<file path="src/rtl/aes_pkg.sv">
// Shared sizes and FSM state type for the AES encryption job scheduler.
package aes_pkg;
    localparam int AES_BLK_W = 128;
    localparam int AES_NREQ  = 2;

    typedef enum logic [1:0] {
        IDLE,
        START,
        BUSY,
        RESP
    } sched_state_e;
endpackage

</file>
<file path="src/rtl/aes_enc_sched_if.sv">
// Request, core and response signals of the AES job scheduler.
// The scheduler uses the slave view; its environment uses the master view.
interface aes_enc_sched_if;
    import aes_pkg::*;

    logic                 req0_valid;
    logic                 req0_ready;
    logic [AES_BLK_W-1:0] req0_pt;
    logic [AES_BLK_W-1:0] req0_key;
    logic                 req1_valid;
    logic                 req1_ready;
    logic [AES_BLK_W-1:0] req1_pt;
    logic [AES_BLK_W-1:0] req1_key;
    logic                 core_start;
    logic [AES_BLK_W-1:0] core_pt;
    logic [AES_BLK_W-1:0] core_key;
    logic [AES_BLK_W-1:0] core_ct;
    logic                 core_done;
    logic                 rsp_valid;
    logic                 rsp_ready;
    logic                 rsp_id;
    logic [AES_BLK_W-1:0] rsp_ct;
    logic                 rsp_err;

    modport slave (
        input  req0_valid, req0_pt, req0_key,
        input  req1_valid, req1_pt, req1_key,
        input  core_ct, core_done, rsp_ready,
        output req0_ready, req1_ready,
        output core_start, core_pt, core_key,
        output rsp_valid, rsp_id, rsp_ct, rsp_err
    );

    modport master (
        output req0_valid, req0_pt, req0_key,
        output req1_valid, req1_pt, req1_key,
        output core_ct, core_done, rsp_ready,
        input  req0_ready, req1_ready,
        input  core_start, core_pt, core_key,
        input  rsp_valid, rsp_id, rsp_ct, rsp_err
    );
endinterface

</file>
<file path="src/rtl/aes_rr_arb2.sv">
// Two-way round-robin grant: on a tie the requester not granted last wins.
module aes_rr_arb2 import aes_pkg::*; (
    input  logic                en_i,
    input  logic [AES_NREQ-1:0] valid_i,
    input  logic                last_i,
    output logic [AES_NREQ-1:0] gnt_o
);
    always_comb begin
        gnt_o = '0;
        if (en_i) begin
            if (&valid_i) begin
                gnt_o = last_i ? 2'b01 : 2'b10;
            end else begin
                gnt_o = valid_i;
            end
        end
    end
endmodule

</file>
<file path="src/rtl/aes_enc_sched.sv">
// Shares one external AES-128 core between two requesters, one job at a time.
// Optional BUSY watchdog enabled by defining AES_SCHED_TIMEOUT_EN.
module aes_enc_sched import aes_pkg::*; #(
    parameter int TIMEOUT_CYCLES = 64
) (
    input  logic           clk,
    input  logic           rst,
    aes_enc_sched_if.slave bus
);
    sched_state_e         state_q, state_d;
    logic                 rr_q, rr_d;
    logic                 id_q, id_d;
    logic [AES_BLK_W-1:0] pt_q, pt_d;
    logic [AES_BLK_W-1:0] key_q, key_d;
    logic [AES_BLK_W-1:0] ct_q, ct_d;
    logic [AES_NREQ-1:0]  req_valid;
    logic [AES_NREQ-1:0]  gnt;
    logic                 tmo;

    assign req_valid = {bus.req1_valid, bus.req0_valid};

    aes_rr_arb2 u_arb (
        .en_i    (state_q == IDLE),
        .valid_i (req_valid),
        .last_i  (rr_q),
        .gnt_o   (gnt)
    );

`ifdef AES_SCHED_TIMEOUT_EN
    localparam int CNT_W = $clog2(TIMEOUT_CYCLES + 1);

    logic [CNT_W-1:0] cnt_q, cnt_d;
    logic             err_q, err_d;

    // cnt_q holds cycles elapsed since core_start, so RESP lands TIMEOUT_CYCLES after it
    always_comb begin
        cnt_d = cnt_q;
        err_d = err_q;
        if (state_q == START) begin
            cnt_d = CNT_W'(1);
        end else if (state_q == BUSY) begin
            cnt_d = cnt_q + CNT_W'(1);
            if (bus.core_done) begin
                err_d = 1'b0;
            end else if (tmo) begin
                err_d = 1'b1;
            end
        end
    end

    assign tmo = (state_q == BUSY) && (cnt_q == CNT_W'(TIMEOUT_CYCLES - 1));

    always_ff @(posedge clk) begin
        if (rst) begin
            cnt_q <= '0;
            err_q <= 1'b0;
        end else begin
            cnt_q <= cnt_d;
            err_q <= err_d;
        end
    end

    assign bus.rsp_err = err_q;
`else
    assign tmo         = 1'b0;
    assign bus.rsp_err = 1'b0;
`endif

    always_comb begin
        state_d = state_q;
        rr_d    = rr_q;
        id_d    = id_q;
        pt_d    = pt_q;
        key_d   = key_q;
        ct_d    = ct_q;
        unique case (state_q)
            IDLE: begin
                if (|gnt) begin
                    id_d    = gnt[1];
                    pt_d    = gnt[1] ? bus.req1_pt  : bus.req0_pt;
                    key_d   = gnt[1] ? bus.req1_key : bus.req0_key;
                    state_d = START;
                end
            end
            START: state_d = BUSY;
            BUSY: begin
                if (bus.core_done) begin
                    ct_d    = bus.core_ct;
                    state_d = RESP;
                end else if (tmo) begin
                    ct_d    = '0;
                    state_d = RESP;
                end
            end
            RESP: begin
                if (bus.rsp_ready) begin
                    rr_d    = id_q;
                    state_d = IDLE;
                end
            end
            default: state_d = IDLE;
        endcase
    end

    always_ff @(posedge clk) begin
        if (rst) begin
            state_q <= IDLE;
            rr_q    <= 1'b1;
            id_q    <= 1'b0;
            pt_q    <= '0;
            key_q   <= '0;
            ct_q    <= '0;
        end else begin
            state_q <= state_d;
            rr_q    <= rr_d;
            id_q    <= id_d;
            pt_q    <= pt_d;
            key_q   <= key_d;
            ct_q    <= ct_d;
        end
    end

    assign bus.req0_ready = gnt[0];
    assign bus.req1_ready = gnt[1];
    assign bus.core_start = (state_q == START);
    assign bus.core_pt    = pt_q;
    assign bus.core_key   = key_q;
    assign bus.rsp_valid  = (state_q == RESP);
    assign bus.rsp_id     = id_q;
    assign bus.rsp_ct     = ct_q;
endmodule

</file>
<file path="src/flat_wrapper.sv">
// flat-port wrapper written by rule: the top's interface ports become plain ports
module aes_enc_sched_flat import aes_pkg::*;
#(
    parameter int TIMEOUT_CYCLES = 64
)
  (clk, rst, bus_req0_valid, bus_req0_pt, bus_req0_key, bus_req1_valid, bus_req1_pt, bus_req1_key, bus_core_ct, bus_core_done, bus_rsp_ready, bus_req0_ready, bus_req1_ready, bus_core_start, bus_core_pt, bus_core_key, bus_rsp_valid, bus_rsp_id, bus_rsp_ct, bus_rsp_err);
  aes_enc_sched_if bus_i ();
  input  logic clk;
  input  logic rst;
  input wire logic [$bits(bus_i.req0_valid)-1:0] bus_req0_valid;
  input wire logic [$bits(bus_i.req0_pt)-1:0] bus_req0_pt;
  input wire logic [$bits(bus_i.req0_key)-1:0] bus_req0_key;
  input wire logic [$bits(bus_i.req1_valid)-1:0] bus_req1_valid;
  input wire logic [$bits(bus_i.req1_pt)-1:0] bus_req1_pt;
  input wire logic [$bits(bus_i.req1_key)-1:0] bus_req1_key;
  input wire logic [$bits(bus_i.core_ct)-1:0] bus_core_ct;
  input wire logic [$bits(bus_i.core_done)-1:0] bus_core_done;
  input wire logic [$bits(bus_i.rsp_ready)-1:0] bus_rsp_ready;
  output wire logic [$bits(bus_i.req0_ready)-1:0] bus_req0_ready;
  output wire logic [$bits(bus_i.req1_ready)-1:0] bus_req1_ready;
  output wire logic [$bits(bus_i.core_start)-1:0] bus_core_start;
  output wire logic [$bits(bus_i.core_pt)-1:0] bus_core_pt;
  output wire logic [$bits(bus_i.core_key)-1:0] bus_core_key;
  output wire logic [$bits(bus_i.rsp_valid)-1:0] bus_rsp_valid;
  output wire logic [$bits(bus_i.rsp_id)-1:0] bus_rsp_id;
  output wire logic [$bits(bus_i.rsp_ct)-1:0] bus_rsp_ct;
  output wire logic [$bits(bus_i.rsp_err)-1:0] bus_rsp_err;
  assign bus_i.req0_valid = bus_req0_valid;
  assign bus_i.req0_pt = bus_req0_pt;
  assign bus_i.req0_key = bus_req0_key;
  assign bus_i.req1_valid = bus_req1_valid;
  assign bus_i.req1_pt = bus_req1_pt;
  assign bus_i.req1_key = bus_req1_key;
  assign bus_i.core_ct = bus_core_ct;
  assign bus_i.core_done = bus_core_done;
  assign bus_i.rsp_ready = bus_rsp_ready;
  assign bus_req0_ready = bus_i.req0_ready;
  assign bus_req1_ready = bus_i.req1_ready;
  assign bus_core_start = bus_i.core_start;
  assign bus_core_pt = bus_i.core_pt;
  assign bus_core_key = bus_i.core_key;
  assign bus_rsp_valid = bus_i.rsp_valid;
  assign bus_rsp_id = bus_i.rsp_id;
  assign bus_rsp_ct = bus_i.rsp_ct;
  assign bus_rsp_err = bus_i.rsp_err;
  aes_enc_sched #(.TIMEOUT_CYCLES(TIMEOUT_CYCLES)) u_core (.clk(clk), .rst(rst), .bus(bus_i));
endmodule
</file>
<file path="config.mk">
export PLATFORM = sky130hd
export DESIGN_NAME = aes_enc_sched_flat
export DESIGN_NICKNAME = d
export VERILOG_FILES = /design/src/rtl/aes_pkg.sv /design/src/rtl/aes_enc_sched_if.sv /design/src/rtl/aes_rr_arb2.sv /design/src/rtl/aes_enc_sched.sv /design/src/flat_wrapper.sv
export SDC_FILE = /design/constraint.sdc
export NUM_CORES = 1
export LEC_CHECK = 0
export BUFFER_PORTS_ARGS = -buffer_cell sky130_fd_sc_hd__buf_4
export CELL_PAD_IN_SITES_DETAIL_PLACEMENT = 0
export CELL_PAD_IN_SITES_GLOBAL_PLACEMENT = 2
export CORE_AREA = 2 2 405 407
export DETAILED_ROUTE_END_ITERATION = 12
export DIE_AREA = 0 0 407 409
export PLACE_DENSITY = 0.43
export SETUP_SLACK_MARGIN = 0.2
export SYNTH_ARGS = -nofsm -noshare
export SYNTH_HDL_FRONTEND = slang
export SYNTH_SLANG_ARGS = --single-unit
</file>
<file path="constraint.sdc">
create_clock -name clk -period 4 [get_ports clk]
set_clock_uncertainty 0.05 [all_clocks]
set_input_delay 0.4 -clock clk [delete_from_list [all_inputs] [get_ports clk]]
set_output_delay 0.4 -clock clk [all_outputs]
set_load 0.03 [all_outputs]
</file>
==> results of run 1 <==
sequential cells by signal (all words and copies together), names as in the netlist:
name / count
u_core.rr_q: 1
u_core.bus.rsp_ct: 128
u_core.bus.rsp_id: 1
u_core.bus.core_pt: 128
u_core.state_q: 2
u_core.bus.core_key: 128
synth_stat cells:
library cell  instances
clkbuf_1            204
o21ai_1               4
and3_1                1
buf_4                 1
a311o_1               1
inv_1               260
a211oi_1            256
and2_1                1
o31a_1                2
nor2b_1               3
nor4b_1               1
nor4_1                1
dfxtp_1             388
nor2_1                2
ha_1                  5
nand2_1             259
o21a_1                4
conb_1                1
buf_2                32
o21ai_0             252
a2111oi_0           256
a21oi_1             130
buf_1                 4
inv_2                 1
nor3b_1               1
worst paths after layout:
check                        start                      end  depth (start not counted)
max              u_core.state_q[0]  u_core.bus.core_key[25]                          7
min reg2reg  u_core.bus.rsp_ct[65]    u_core.bus.rsp_ct[65]                          2
max reg2reg      u_core.state_q[0]  u_core.bus.core_key[25]                          7
min               bus_req0_key[73]  u_core.bus.core_key[73]                          3
layer usage:
metal	vias to the layer above	GRT usage [%]	wire, microns
met4	24	5.95	4440
met3	192	6.13	13200
met1	10800	16.5	50200
met5	-	0	161
li1	10300	-	-
met2	862	27.4	69200
power by group through the flow:
stage               Combinational [mW]  Clock, mW  Sequential, mW
floorplan                         2.15          0            7.18
global placement                  7.88          0            5.55
detailed placement                7.87          0            5.53
CTS                               8.69       5.45            5.47
global route                      9.15       5.58            5.56
finish                            8.55       5.21            5.45
area by class of cell:
cell class	count	area [sq um]
Sequential cell	388	7770
Multi-Input combinational cell	1180	7290
Fill cell	18300	128000
Antenna cell	23	57.6
Clock buffer	94	1730
Tap cell	2175	2720
Clock inverter	14	124
Timing Repair Buffer	1573	13300
Inverter	261	995
through the flow:
| step | power (mW) | worst slack (ns) | util [%] | cells |
|---|---|---|---|---|
| 3_3_place_gp | 13.4 | 1.34 | 16.8 | 5091 |
| 6_report | 19.2 | 0.964 | 21.0 | 5708 |
| 5_1_grt | 20.3 | 0.759 | 21.0 | 5705 |
| 4_1_cts | 19.6 | 0.918 | 21.0 | 5685 |
| 3_5_place_dp | 13.4 | 1.32 | 16.8 | 5091 |
| 2_1_floorplan | 9.33 | 2.12 | - | 2070 |
cell families after synthesis:
logic type | Yosys count | share of synthesized area, %
buffers and inverters | 502 | 11.4
AND/OR/NAND/NOR | 269 | 6.10
other | 1 | 0.0221
flip-flops | 388 | 45.8
AO/OA/AOI/OAI | 905 | 36.3
adder cells (fa/ha/maj) | 5 | 0.369
worst max-delay path: stages (launching register included):
cell	delay [ns]
dfxtp_1	0.37
inv_1	0.10
ha_1	0.32
inv_8	0.58
buf_12	0.36
a2111oi_0	0.13
a211oi_1	0.28
dlygate4sd3_1	0.59
timing repair:
action | 4_1_cts | 5_1_grt
buffers inserted | 0 | 0
hold buffers | 486 | 0
endpoints found under the hold margin | 377 | 0
resized for setup | 0 | 0
==> qor.csv, run 1 <==
metric;value;unit
CP Capture Type;flip-flop;
CTS buffer count;58;
DR WL/cell;24.0;microns
Seq cells post-synth;388;
yosys synthesis warning count;0;
data required time at the worst endpoint;4.56;ns
CTS tree;yes;
Leak;14.4;nW
Total Nets Final;4113;
Initial Util;10.5;%
Max Fclk;329;MHz
part of the power in the clock network;27.1;%
register area share after synthesis;45.8;%
CP Max Fanout;113;
Total GRT Usage;15.6;%
Post-Place Cell Area;27200;sq um
max-slew violation count;0;
Sw Share;42.8;%
synthesis-to-layout area growth;101;%
final hold slack;0.0544;ns
most frequent cells in the layout;buf_4, dlygate4sd3_1, dfxtp_1;
H-tree depth;2;
Pre-antenna DRT Iters;5;
IO Pins;1036;
Synthesized Nets;2721;
Tmin final;3.04;ns
Yosys top cell area share;45.8;%
Finished Cell Area;34000;sq um
setup tns final;0;ns
Max-Cap Viols;0;
via count;22200;
Yosys top cell by area;dfxtp_1;
DIE AREA;166000;sq um
switching power;8.23;mW
Combinational Power Share;44.5;%
routability cong.;0.759;
Crit Path Category;flip-flop to flip-flop;
Area contributors post-synth;dfxtp_1, a2111oi_0, a211oi_1;
CTS root buf;clkbuf_16;
RSZ-0062 raised after global routing;false;
min-delay worst type;primary input to flip-flop;
reg-to-reg setup timing slack;0.96;ns
Mapped Area;16900;sq um
Power Density;565;nW/um^2
Internal;11.0;mW
CORE AREA;162000;sq um
Routed WL;137000;microns
register share of total power;28.4;%
DIE WIDTH;407;microns
total grt overflow;0;
Clock Path Buffers;3;
Slew @ Worst Pin;0.977;ns
dpl hpwl;100000;microns
layout cells sized above 1;33.6;%
Die Ht;409;microns
VDD IR max;0.313;mV
Slew HR;34.9;%
Synth cell types;25;
vias in the first global route;23500;
Reg clk slew, reported paths;0.06;ns
crit share post-route;75.9;%
CP arrival;3.60;ns
most common cell after layout, fill and taps aside;buf_4;
DRC;0;
CP Launch Type;flip-flop;
Clock Latency Late Sink;0.65;ns
Vias/cell;3.89;
first-pass GRT wire length;186000;microns
PortBufs;1034;
total clock sinks;388;
Mapped Cells;2070;
run status;finished clean;
row cnt;148;
antenna violations before repair;46;
Final setup viols;0;
largest net degree at the start of global routing;147;
Starting DRT DRC Count;1070;
Routed Antenna Nets;0;
Hold Vio Cnt, Final;0;
syn_area_per_cell;8.19;sq um
(Power assumes the default switching activity.)
==> run 2, diff against run 1 <==
- CORE_AREA: 2 2 405 407 -> 2 2 402 404
- DIE_AREA: 0 0 407 409 -> 0 0 404 406
- PLACE_DENSITY: 0.43 -> 0.44
- clock period: 4 -> 2.87 ns (I/O delays scaled with it)
==> run 2 against run 1 <==
The run now ends with hold timing left. Critical path type unchanged. Sequential share of layout area decreased by 1.2 points. First-iteration DRC count increased by 4.9%. Wire length decreased by 0.23%. Die area decreased by 1.5%. Critical endpoint is now u_core.bus.core_pt[114]. Non-clock buffer count increased by 187. Sequential cell count unchanged. Total power increased by 50%. Largest power group unchanged. Critical path depth increased by 2. Sequential power increased by 39%.
==> qor.csv, run 2 (synthesis results as in run 1) <==
metric;value;unit;change
run status;finished, violations left;;was finished clean
failing checks;hold timing;;
Total Nets Final;4302;;was 4,113
Power Density;798;nW/um^2;was 565 nW/um^2
Slew @ Worst Pin;0.901;ns;was 0.977 ns
vias in the first global route;24000;;was 23,500
synthesis-to-layout area growth;112;%;was 101%
row cnt;147;;was 148
Clock Path Buffers;3;;unchanged
routability cong.;0.784;;was 0.759
min-delay worst type;primary input to flip-flop;;unchanged
PortBufs;1034;;unchanged
DIE AREA;164000;sq um;was 166,000 sq um
CP Max Fanout;28;;was 113
wire length on met3;12300;microns;was 13,200 microns
Hold Vio Cnt, Final;1;;was 0
data required time at the worst endpoint;3.37;ns;was 4.56 ns
reg-to-reg setup timing slack;0.30;ns;was 0.96 ns
uppermost layer routed;met5;;unchanged
total clock sinks;388;;unchanged
Die Ht;406;microns;was 409 microns
total grt overflow;0;;unchanged
DR WL/cell;23.6;microns;was 24.0 microns
Leak;15.5;nW;was 14.4 nW
crit share post-route;89.5;%;was 75.9%
Total GRT Usage;15.7;%;was 15.6%
Max Fclk;389;MHz;was 329 MHz
Finished Cell Area;36000;sq um;was 34,000 sq um
H-tree depth;2;;unchanged
Final Util;22.5;%;was 21.0%
Initial Util;10.6;%;was 10.5%
Routed Antenna Nets;0;;unchanged
Reg clk slew, reported paths;0.06;ns;about the same
largest net degree at the start of global routing;130;;was 147
CTS tree;yes;;unchanged
CP Capture Type;flip-flop;;unchanged
CP arrival;3.07;ns;was 3.60 ns
first-pass GRT wire length;187000;microns;was 186,000 microns
met2 WL post-DR;67200;microns;was 69,200 microns
Post-Place Cell Area;27500;sq um;was 27,200 sq um
Pre-antenna DRT Iters;5;;unchanged
final hold slack;-0.00283;ns;was 0.0544 ns
Max-Cap Viols;0;;unchanged
Clock Latency Late Sink;0.65;ns;about the same
DRC;0;;unchanged
most common cell after layout, fill and taps aside;buf_4;;unchanged
setup tns final;0;ns;unchanged
Starting DRT DRC Count;1122;;was 1,070
most frequent cells in the layout;buf_4, dlygate4sd3_1, dfxtp_1;;unchanged
CTS root buf;clkbuf_16;;unchanged
antenna violations before repair;37;;was 46
CP Launch Type;flip-flop;;unchanged
CTS buffer count;59;;was 58
Routed WL;137000;microns;about the same
Crit Path Category;flip-flop to flip-flop;;unchanged
DIE WIDTH;404;microns;was 407 microns
dpl hpwl;101000;microns;was 100,000 microns
RSZ-0062 raised after global routing;true;;was false
VDD IR max;0.457;mV;was 0.313 mV
met1 wire length;53100;microns;was 50,200 microns
Final setup viols;0;;unchanged
IO Pins;1036;;unchanged
Tmin final;2.57;ns;was 3.04 ns
Slew HR;39.9;%;was 34.9%
max-slew violation count;0;;unchanged
via count;22800;;was 22,200
CORE AREA;160000;sq um;was 162,000 sq um
layout cells sized above 1;33.7;%;was 33.6%
Vias/cell;3.94;;was 3.89
## run 2: cell types whose count changed in the layout (fill, tap and decap cells not counted), sizes merged
cell,change
buf,+49
clkbuf,-6
inv,-1
diode,-8
clkinv,+1
dlygate4sd3,+138
bufinv,+5
## run 2: cell type report
class | count | area [sq um]
tap | 2086 | 2610
timing repair buffer | 1760 | 15100
fill | 17900 | 124000
multi-input combinational | 1180 | 7350
inverter | 261 | 1000
antenna | 15 | 37.5
sequential | 388 | 7770
timing repair inverter | 1 | 8.76
clock buffer | 88 | 1790
clock inverter | 18 | 258
## run 2: worst paths after layout
| kind | startpoint | end | depth (start not counted) |
|---|---|---|---|
| worst min-delay path | bus_core_ct[112] | u_core.bus.rsp_ct[112] | 3 |
| worst max-delay path | u_core.state_q[1] | u_core.bus.core_pt[114] | 9 |
| worst max register to register | u_core.state_q[1] | u_core.bus.core_pt[114] | 9 |
| worst min register to register | u_core.bus.rsp_ct[98] | u_core.bus.rsp_ct[98] | 2 |
## run 2: repair_timing
item                                   4_1_cts  5_1_grt
pin swaps                                    0        1
endpoints found under the hold margin      384        0
resized for setup                            1       26
hold buffers                               624        0
cloned                                       0        1
setup endpoints to repair                    1       58
setup buffers                                0        5
## run 2: critical path: stages, from the launching register on
cell and delay [ns]:
dfxtp_1 0.34, inv_1 0.15, ha_4 0.23, clkinv_8 0.14
buf_12 0.20, buf_4 0.20, buf_4 0.16, a2111oi_0 0.28
a211oi_1 0.09, dlygate4sd3_1 0.57
## run 2: per-layer routing
metal / vias up / track usage (%)
li1: 10700 / -
met5: - / 0
met4: 24 / 5.15
met3: 170 / 6.04
met2: 828 / 27.1
met1: 11100 / 17.7
## run 2: report_power, final
part / internal [mW] / total [mW] / switching, mW
Combinational: 5.39 / 13.3 / 7.86
Clock: 4.80 / 7.92 / 3.12
Sequential: 6.73 / 7.55 / 0.816
Total: 16.9 / 28.7 / 11.8
## run 2: metrics by stage
step           power, mW  cells  hold WS (ns)  setup WS [ns]
3_3_place_gp        19.1   5045         0.395        -0.0318
2_1_floorplan       13.0   2070         0.370           1.10
6_report            28.7   5797      -0.00283          0.301
5_1_grt             30.4   5793       0.00855          0.175
4_1_cts             29.1   5776       0.00480          0.216
3_5_place_dp        19.1   5046         0.397          0.417
